$ cat config.mk
export PLATFORM = sky130hd
export DESIGN_NAME = crypt_job_sequencer
export DESIGN_NICKNAME = d
export VERILOG_FILES = /design/src/rtl/crypt_seq_pkg.sv /design/src/rtl/crypt_out_fifo.sv /design/src/rtl/crypt_job_sequencer.sv
export SDC_FILE = /design/constraint.sdc
export NUM_CORES = 1
export LEC_CHECK = 0
export ABC_AREA = 1
export CAP_MARGIN = 10
export CORE_ASPECT_RATIO = 1.5
export CORE_MARGIN = 1.5
export CORE_UTILIZATION = 50
export CTS_CLUSTER_SIZE = 40
export DETAILED_ROUTE_END_ITERATION = 7
export GPL_TIMING_DRIVEN = 0
export PLACE_DENSITY_LB_ADDON = 0.12
export SLEW_MARGIN = 20
export SYNTH_ARGS = -nofsm -noshare
export SYNTH_HDL_FRONTEND = slang
export SYNTH_SLANG_ARGS = --single-unit
$ cat constraint.sdc
create_clock -name clk -period 4.3 [get_ports clk]
set_input_delay 0.86 -clock clk [delete_from_list [all_inputs] [get_ports clk]]
set_output_delay 0.86 -clock clk [all_outputs]
set_load 0.02 [all_outputs]
$ cat src/rtl/crypt_seq_pkg.sv
`default_nettype none
// ============================================================================
//  Module      : crypt_seq_pkg
//  Description : Shared types and constants for the modular-exponentiation
//                job sequencer (state encoding, result record, widths).
//  Revision    : 1.0 - initial release
// ============================================================================
package crypt_seq_pkg;

    // Width of messages, keys and results exchanged with the crypto core
    localparam int DATA_W   = 16;
    localparam int RESULT_W = DATA_W + 1;

    // Sequencer states, explicit 3-bit encoding
    typedef enum logic [2:0] {
        IDLE       = 3'd0,
        ISSUE      = 3'd1,
        WAIT_DONE  = 3'd2,
        GUARD_WAIT = 3'd3,
        RECOVER    = 3'd4
    } state_t;

    // One buffered result: err set means the job was abandoned by the watchdog
    typedef struct packed {
        logic              err;
        logic [DATA_W-1:0] data;
    } result_t;

    // Watchdog counter width able to hold TIMEOUT-1
    function automatic int wd_width(input int timeout);
        return (timeout > 2) ? $clog2(timeout) : 1;
    endfunction

endpackage
`default_nettype wire

$ cat src/rtl/crypt_out_fifo.sv
`default_nettype none
// ============================================================================
//  Module      : crypt_out_fifo
//  Description : Small result FIFO (DEPTH x 17 bits) with registered pointers,
//                head-entry output and occupancy count.
//  Revision    : 1.0 - initial release
// ============================================================================
module crypt_out_fifo
    import crypt_seq_pkg::*;
#(
    parameter int DEPTH = 4
) (
    input  logic                   clk,
    input  logic                   rst_n,
    input  logic                   i_push,
    input  result_t                i_push_data,
    input  logic                   i_pop,
    output result_t                o_head,
    output logic                   o_empty,
    output logic                   o_full,
    output logic [$clog2(DEPTH):0] o_count
);

    localparam int c_aw = $clog2(DEPTH);

    result_t         r_mem [DEPTH];
    logic [c_aw-1:0] r_wr_ptr;
    logic [c_aw-1:0] r_rd_ptr;
    logic [c_aw:0]   r_count;
    logic            w_push;
    logic            w_pop;

    assign o_empty = (r_count == '0);
    assign o_full  = (r_count == (c_aw + 1)'(DEPTH));
    assign o_count = r_count;
    assign o_head  = r_mem[r_rd_ptr];

    // A pop on an empty FIFO is ignored; a push into a full FIFO only lands
    // when the head is leaving in the same cycle.
    assign w_pop  = i_pop & ~o_empty;
    assign w_push = i_push & (~o_full | w_pop);

    // Storage is cleared on reset so the head reads as zero while empty
    always_ff @(posedge clk or negedge rst_n) begin
        if (!rst_n) begin
            for (int i = 0; i < DEPTH; i++) begin
                r_mem[i] <= '0;
            end
        end else if (w_push) begin
            r_mem[r_wr_ptr] <= i_push_data;
        end
    end

    // Pointer and occupancy bookkeeping; pointers wrap modulo DEPTH
    always_ff @(posedge clk or negedge rst_n) begin
        if (!rst_n) begin
            r_wr_ptr <= '0;
            r_rd_ptr <= '0;
            r_count  <= '0;
        end else begin
            if (w_push) begin
                r_wr_ptr <= r_wr_ptr + 1'b1;
            end
            if (w_pop) begin
                r_rd_ptr <= r_rd_ptr + 1'b1;
            end
            case ({w_push, w_pop})
                2'b10:   r_count <= r_count + 1'b1;
                2'b01:   r_count <= r_count - 1'b1;
                default: r_count <= r_count;
            endcase
        end
    end

endmodule
`default_nettype wire

$ cat src/rtl/crypt_job_sequencer.sv
`default_nettype none
// ============================================================================
//  Module      : crypt_job_sequencer
//  Description : Job front-end for the modular-exponentiation core. Takes
//                messages over valid/ready, runs one core job at a time,
//                detects completion on the rising edge of core_done, buffers
//                results and recovers a hung core with watchdog + core reset.
//  Revision    : 1.0 - initial release
// ============================================================================
module crypt_job_sequencer
    import crypt_seq_pkg::*;
#(
    parameter int DEPTH   = 4,
    parameter int TIMEOUT = 4096,
    parameter int GUARD   = 3
) (
    input  logic              clk,
    input  logic              rst_n,
    input  logic              cfg_valid,
    output logic              cfg_ready,
    input  logic [DATA_W-1:0] cfg_exp,
    input  logic [DATA_W-1:0] cfg_mod,
    input  logic              in_valid,
    output logic              in_ready,
    input  logic [DATA_W-1:0] in_data,
    output logic              core_start,
    output logic              core_rst,
    output logic [DATA_W-1:0] core_exp,
    output logic [DATA_W-1:0] core_mod,
    output logic [DATA_W-1:0] core_msg,
    input  logic              core_done,
    input  logic [DATA_W-1:0] core_val,
    output logic              out_valid,
    input  logic              out_ready,
    output logic [DATA_W-1:0] out_data,
    output logic              out_err,
    output logic              busy
);

    localparam int c_wd_w  = wd_width(TIMEOUT);
    localparam int c_gd_w  = (GUARD > 1) ? $clog2(GUARD) : 1;
    localparam int c_cnt_w = $clog2(DEPTH) + 1;

    state_t             r_state;
    logic [c_wd_w-1:0]  r_wd;
    logic [c_gd_w-1:0]  r_guard;
    logic               r_rcnt;
    logic               r_done_q;
    logic               r_en;

    logic               w_idle;
    logic               w_cfg_take;
    logic               w_accept;
    logic               w_edge;
    logic               w_timeout;
    logic               w_push;
    result_t            w_push_data;
    result_t            w_head;
    logic               w_empty;
    logic               w_full;
    logic [c_cnt_w-1:0] w_count;

    assign w_idle = (r_state == IDLE);

    // Handshakes stay low until the first clock after reset release, so every
    // output reads 0 while rst_n is low.
    assign cfg_ready  = r_en & w_idle;
    assign in_ready   = r_en & w_idle & ~cfg_valid & (w_count < c_cnt_w'(DEPTH));
    assign w_cfg_take = cfg_valid & cfg_ready;
    assign w_accept   = in_valid & in_ready;
    assign busy       = ~w_idle;

    // The core holds cal_done from the previous job, so only a fresh rise
    // marks completion; an edge beats a simultaneous timeout.
    assign w_edge    = core_done & ~r_done_q;
    assign w_timeout = (r_wd == c_wd_w'(TIMEOUT - 1));
    assign w_push    = (r_state == WAIT_DONE) & (w_edge | w_timeout);
    assign w_push_data.err  = ~w_edge;
    assign w_push_data.data = w_edge ? core_val : '0;

    assign out_valid = ~w_empty;
    assign out_data  = w_head.data;
    assign out_err   = w_head.err;

    crypt_out_fifo #(
        .DEPTH (DEPTH)
    ) u_out_fifo (
        .clk         (clk),
        .rst_n       (rst_n),
        .i_push      (w_push),
        .i_push_data (w_push_data),
        .i_pop       (out_ready),
        .o_head      (w_head),
        .o_empty     (w_empty),
        .o_full      (w_full),
        .o_count     (w_count)
    );

    // Handshake enable rises one clock after reset release
    always_ff @(posedge clk or negedge rst_n) begin
        if (!rst_n) begin
            r_en <= 1'b0;
        end else begin
            r_en <= 1'b1;
        end
    end

    // Job sequencing state machine with registered core-side outputs
    always_ff @(posedge clk or negedge rst_n) begin
        if (!rst_n) begin
            r_state    <= IDLE;
            r_wd       <= '0;
            r_guard    <= '0;
            r_rcnt     <= 1'b0;
            r_done_q   <= 1'b0;
            core_start <= 1'b0;
            core_rst   <= 1'b0;
            core_exp   <= '0;
            core_mod   <= '0;
            core_msg   <= '0;
        end else begin
            core_start <= 1'b0;
            core_rst   <= 1'b0;
            case (r_state)
                IDLE: begin
                    if (w_cfg_take) begin
                        core_exp <= cfg_exp;
                        core_mod <= cfg_mod;
                    end else if (w_accept) begin
                        core_msg   <= in_data;
                        core_start <= 1'b1;
                        r_state    <= ISSUE;
                    end
                end
                ISSUE: begin
                    r_wd    <= '0;
                    r_state <= WAIT_DONE;
                end
                WAIT_DONE: begin
                    r_done_q <= core_done;
                    if (w_edge) begin
                        r_guard <= '0;
                        r_state <= GUARD_WAIT;
                    end else if (w_timeout) begin
                        core_rst <= 1'b1;
                        r_rcnt   <= 1'b0;
                        r_state  <= RECOVER;
                    end else begin
                        r_wd <= r_wd + 1'b1;
                    end
                end
                GUARD_WAIT: begin
                    if (r_guard == c_gd_w'(GUARD - 1)) begin
                        r_state <= IDLE;
                    end else begin
                        r_guard <= r_guard + 1'b1;
                    end
                end
                RECOVER: begin
                    // core_rst was raised on entry; hold it for a second cycle
                    if (!r_rcnt) begin
                        core_rst <= 1'b1;
                        r_rcnt   <= 1'b1;
                    end else begin
                        r_rcnt   <= 1'b0;
                        r_done_q <= 1'b0;
                        r_state  <= IDLE;
                    end
                end
                default: begin
                    r_state <= IDLE;
                end
            endcase
        end
    end

endmodule
`default_nettype wire

==> results.py <==
metrics = {
    "outcome": {
        "status": "finished clean",
    },
    "yosys": {
        "yosys_most_used_dff": "dfrtp_1",
        "synth_seq_cells": 145,
        "synth_largest_area_cell": "dfrtp_1",
        "ys_types": 33,
        "syn-cell-area_sq_um": 6599,
        "syn_nets": 836,
        "ys_seq_area_frac": 0.5499,
        "synthTopCellsByArea": "dfrtp_1 (55%), nand2_1 (17%), nor2_1 (3.6%)",
        "async_flop_share": 1.000,
        "avgSynthCellArea_sq_um": 8.706,
        "synth-edff-count": 0,
        "synth_top_area_share": 0.5499,
        "synthCells": 758,
        "ys_warn_count": 0,
    },
    "route": {
        "detail-route-antenna-nets": 0,
        "vias": 5670,
        "avgRoutedWirePerCell_um": 15.49,
        "drtIter0Drc": 377,
        "drt-total-wl_um": 16890,
        "vias_per_cell": 5.202,
        "drc": 0,
        "first_pass_iters": 4,
    },
    "sta": {
        "finalCriticalPeriod_ns": 3.615,
        "report.final.slew_viol_count": 0,
        "grt_setup_unrepaired": "no",
        "hold_ws_ns": 0.4246,
        "skew_ns": 0.008020,
        "setup_viol": 0,
        "layout_setup_ws_ns": 0.6851,
        "hold_viol_final": 0,
        "worstMarginPinSlew_ns": 0.6359,
        "relSlewSlack": 0.5761,
        "period_share": 0.8407,
        "final.setup.tns_ns": 0,
        "max_freq_mhz": 276.6,
    },
    "global_routing": {
        "grt_pass1_vias": 5882,
        "overflow": 0,
        "grt_pass1_wl_um": 27850,
        "antenna_found_initial": 0,
        "grt_max_degree": 82,
        "track_usage": 0.2518,
    },
    "floorplanning": {
        "die_w_um": 96.80,
        "die_h_um": 143.7,
        "core_sq_um": 12950,
        "pin_count": 141,
        "start_util": 0.5094,
        "dieArea_sq_um": 13910,
        "num_rows": 51,
    },
    "cells_and_area": {
        "stdcell_count": 1090,
        "syn2layout_area_growth_pct": 34.24,
        "layout-drive-gt1-share": 0.09989,
        "final_nets": 996,
        "fin_area_sq_um": 8859,
        "antenna_cells": 0,
    },
    "place": {
        "place_area_sq_um": 8232,
        "portBuffers": 140,
        "place_ws_ns": 1.173,
        "dp.cells": 1058,
        "gp_congestion": 0.8447,
        "hpwl_um": 11780,
    },
    "critical_path": {
        "critical_path_class": "flip-flop to output pin",
        "crit_chain": "clkbuf_1 -> inv_1 -> clkbuf_1 -> o21ai_0 -> o22ai_1 -> clkdlybuf4s50_1",
        "crit_buf_inv": 4,
        "cp.required_ns": 3.44,
        "critical_path_arrival_ns": 2.75,
        "r2r_cells": 10,
        "slowest_stage": "clkdlybuf4s50_1",
        "reg2reg_to": "u_out_fifo.o_count[1]",
        "cpPeakStageDelay_ns": 0.64,
        "r2r-start": "r_wd[0]",
        "crit_path_end_kind": "output pin",
        "cp_max_fo": 10,
        "critPathMostFrequentCell": "clkbuf_1",
        "cp_top_family": "buffers and inverters",
        "cp-start-kind": "flip-flop",
        "r2r_setup_slack_ns": 1.80,
    },
    "power_and_ir_drop": {
        "p_sw_uw": 2622,
        "vdd_drop_max_mv": 0.4021,
        "p_sw_frac": 0.3919,
        "p_leak_uw": 0.004137,
        "sequentialPowerShare": 0.327,
        "pwr-share-clk": 0.233,
        "p_per_area_nw_per_um2": 755.3,
        "p_int_uw": 4068,
        "p_comb_frac": 0.440,
    },
    "clock_tree": {
        "clock_sinks": 145,
        "cts_buffer_depth": 2,
        "clk_pin_slew_worst_paths_ns": 0.06,
        "htreeDepth": 4,
        "numCtsBuffers": 17,
        "cts-hold-fix-buffers": 0,
        "cts_resized": 0,
        "cts_root_buffer": "clkbuf_16",
        "post_cts_buffers": 0,
        "worstSkewPairLatency_ns": 0.41,
        "cts_tree": "yes",
    },
    "run": {
        "maxCapViolCount": 0,
    },
    "worst_hold_path": {
        "hp-class": "primary input to async pin",
    },
}
-- layout by cell type, fill, tap and decap left out, types with 2 or more instances in the layout --
master           count
nand2_1            300
dfrtp_1            145
clkdlybuf4s50_1    139
nor2_1              63
o21ai_1             47
o21ai_0             38
inv_1               25
o21ai_2             21
o22ai_1             18
clkbuf_16           17
clkbuf_1            16
nand3_1             15
buf_6               13
nand4_1              7
xor2_1               7
ha_1                 7
inv_2                4
nand3_4              4
nand2_2              3
buf_2                3
a21oi_1              3
inv_6                3
bufinv_16            3
nor2_2               2
nor2_4               2
nand3_2              2
nand2_4              2
xnor2_1              2
inv_8                2
clkbuf_8             2
clkinv_4             2
clkinv_2             2
-- sequential cells by signal, indices dropped and copies added, names as in the netlist, 2 cells and up --
| register | cells |
|---|---|
| r_guard | 2 |
| u_out_fifo.o_count | 3 |
| core_mod | 16 |
| core_exp | 16 |
| u_out_fifo.r_rd_ptr | 2 |
| u_out_fifo.r_wr_ptr | 2 |
| r_state | 3 |
| u_out_fifo.r_mem | 68 |
| r_wd | 12 |
| core_msg | 16 |
-- power by group through the flow --
| stage | Combinational [uW] | Sequential, uW | Clock [uW] |
|---|---|---|---|
| 2_1_floorplan | 1460 | 2420 | 0 |
| 3_3_place_gp | 2870 | 2170 | 0 |
| 3_5_place_dp | 2940 | 2190 | 0 |
| 4_1_cts | 2970 | 2180 | 1590 |
| 5_1_grt | 3220 | 2240 | 1650 |
| 6_report | 2950 | 2190 | 1560 |
-- through the flow --
stage	util	total power, uW
after floorplan	-	3874
after global placement	0.6330	5037
after detailed placement	0.6355	5136
after CTS	0.6839	6731
after global routing	0.6839	7108
final	0.6839	6690
-- cell type report --
class / count / area, sq um
multi-input cells: 550 / 2629
plain buffers: 34 / 232.7
clock inverters: 13 / 173.9
repair buffers: 141 / 1434
fillers: 1028 / 4095
flip-flops and latches: 145 / 3628
well taps: 159 / 198.9
inverters: 29 / 108.9
clock buffers: 19 / 452.9
-- kinds of logic after synthesis --
kind of cell,count (synthesis),share of synthesized area
flip-flops,145,0.5499
XOR/XNOR,9,0.01195
AO/OA/AOI/OAI,131,0.1174
other,1,0.0005683
adder cells (fa/ha/maj),8,0.01631
buffers and inverters,63,0.05176
AND/OR/NAND/NOR,401,0.2522
-- how the worst max path moves through the flow --
stage,from,endpoint,cells past startpoint
after floorplan,core_done,u_out_fifo.o_count[2],11
after global placement,rst_n,core_mod[11],1
after detailed placement,core_done,u_out_fifo.o_count[1],10
after CTS,u_out_fifo.r_rd_ptr[1],out_data[10],6
after global routing,u_out_fifo.r_rd_ptr[0],out_data[13],6
final,u_out_fifo.r_rd_ptr[1],out_data[13],6
-- layer usage --
layer / vias up / track usage / part of all wire
li1: 2765 / - / -
met1: 2661 / 0.2893 / 0.39
met2: 209 / 0.4406 / 0.52
met3: 35 / 0.07053 / 0.073
met4: 0 / 0.1083 / 0.023
met5: - / 0 / 0
-- Yosys cell counts (4+ instances only) --
library cell and n:
nand2_1 300, dfrtp_1 145, nor2_1 63, o21ai_1 47, o21ai_0 38, inv_1 25, o21ai_2 21, o22ai_1 18
clkbuf_1 16, nand3_1 15, buf_6 13, ha_1 7, nand4_1 7, xor2_1 7, inv_2 4, nand3_4 4
Note: power is estimated with default switching activity, not from simulation.
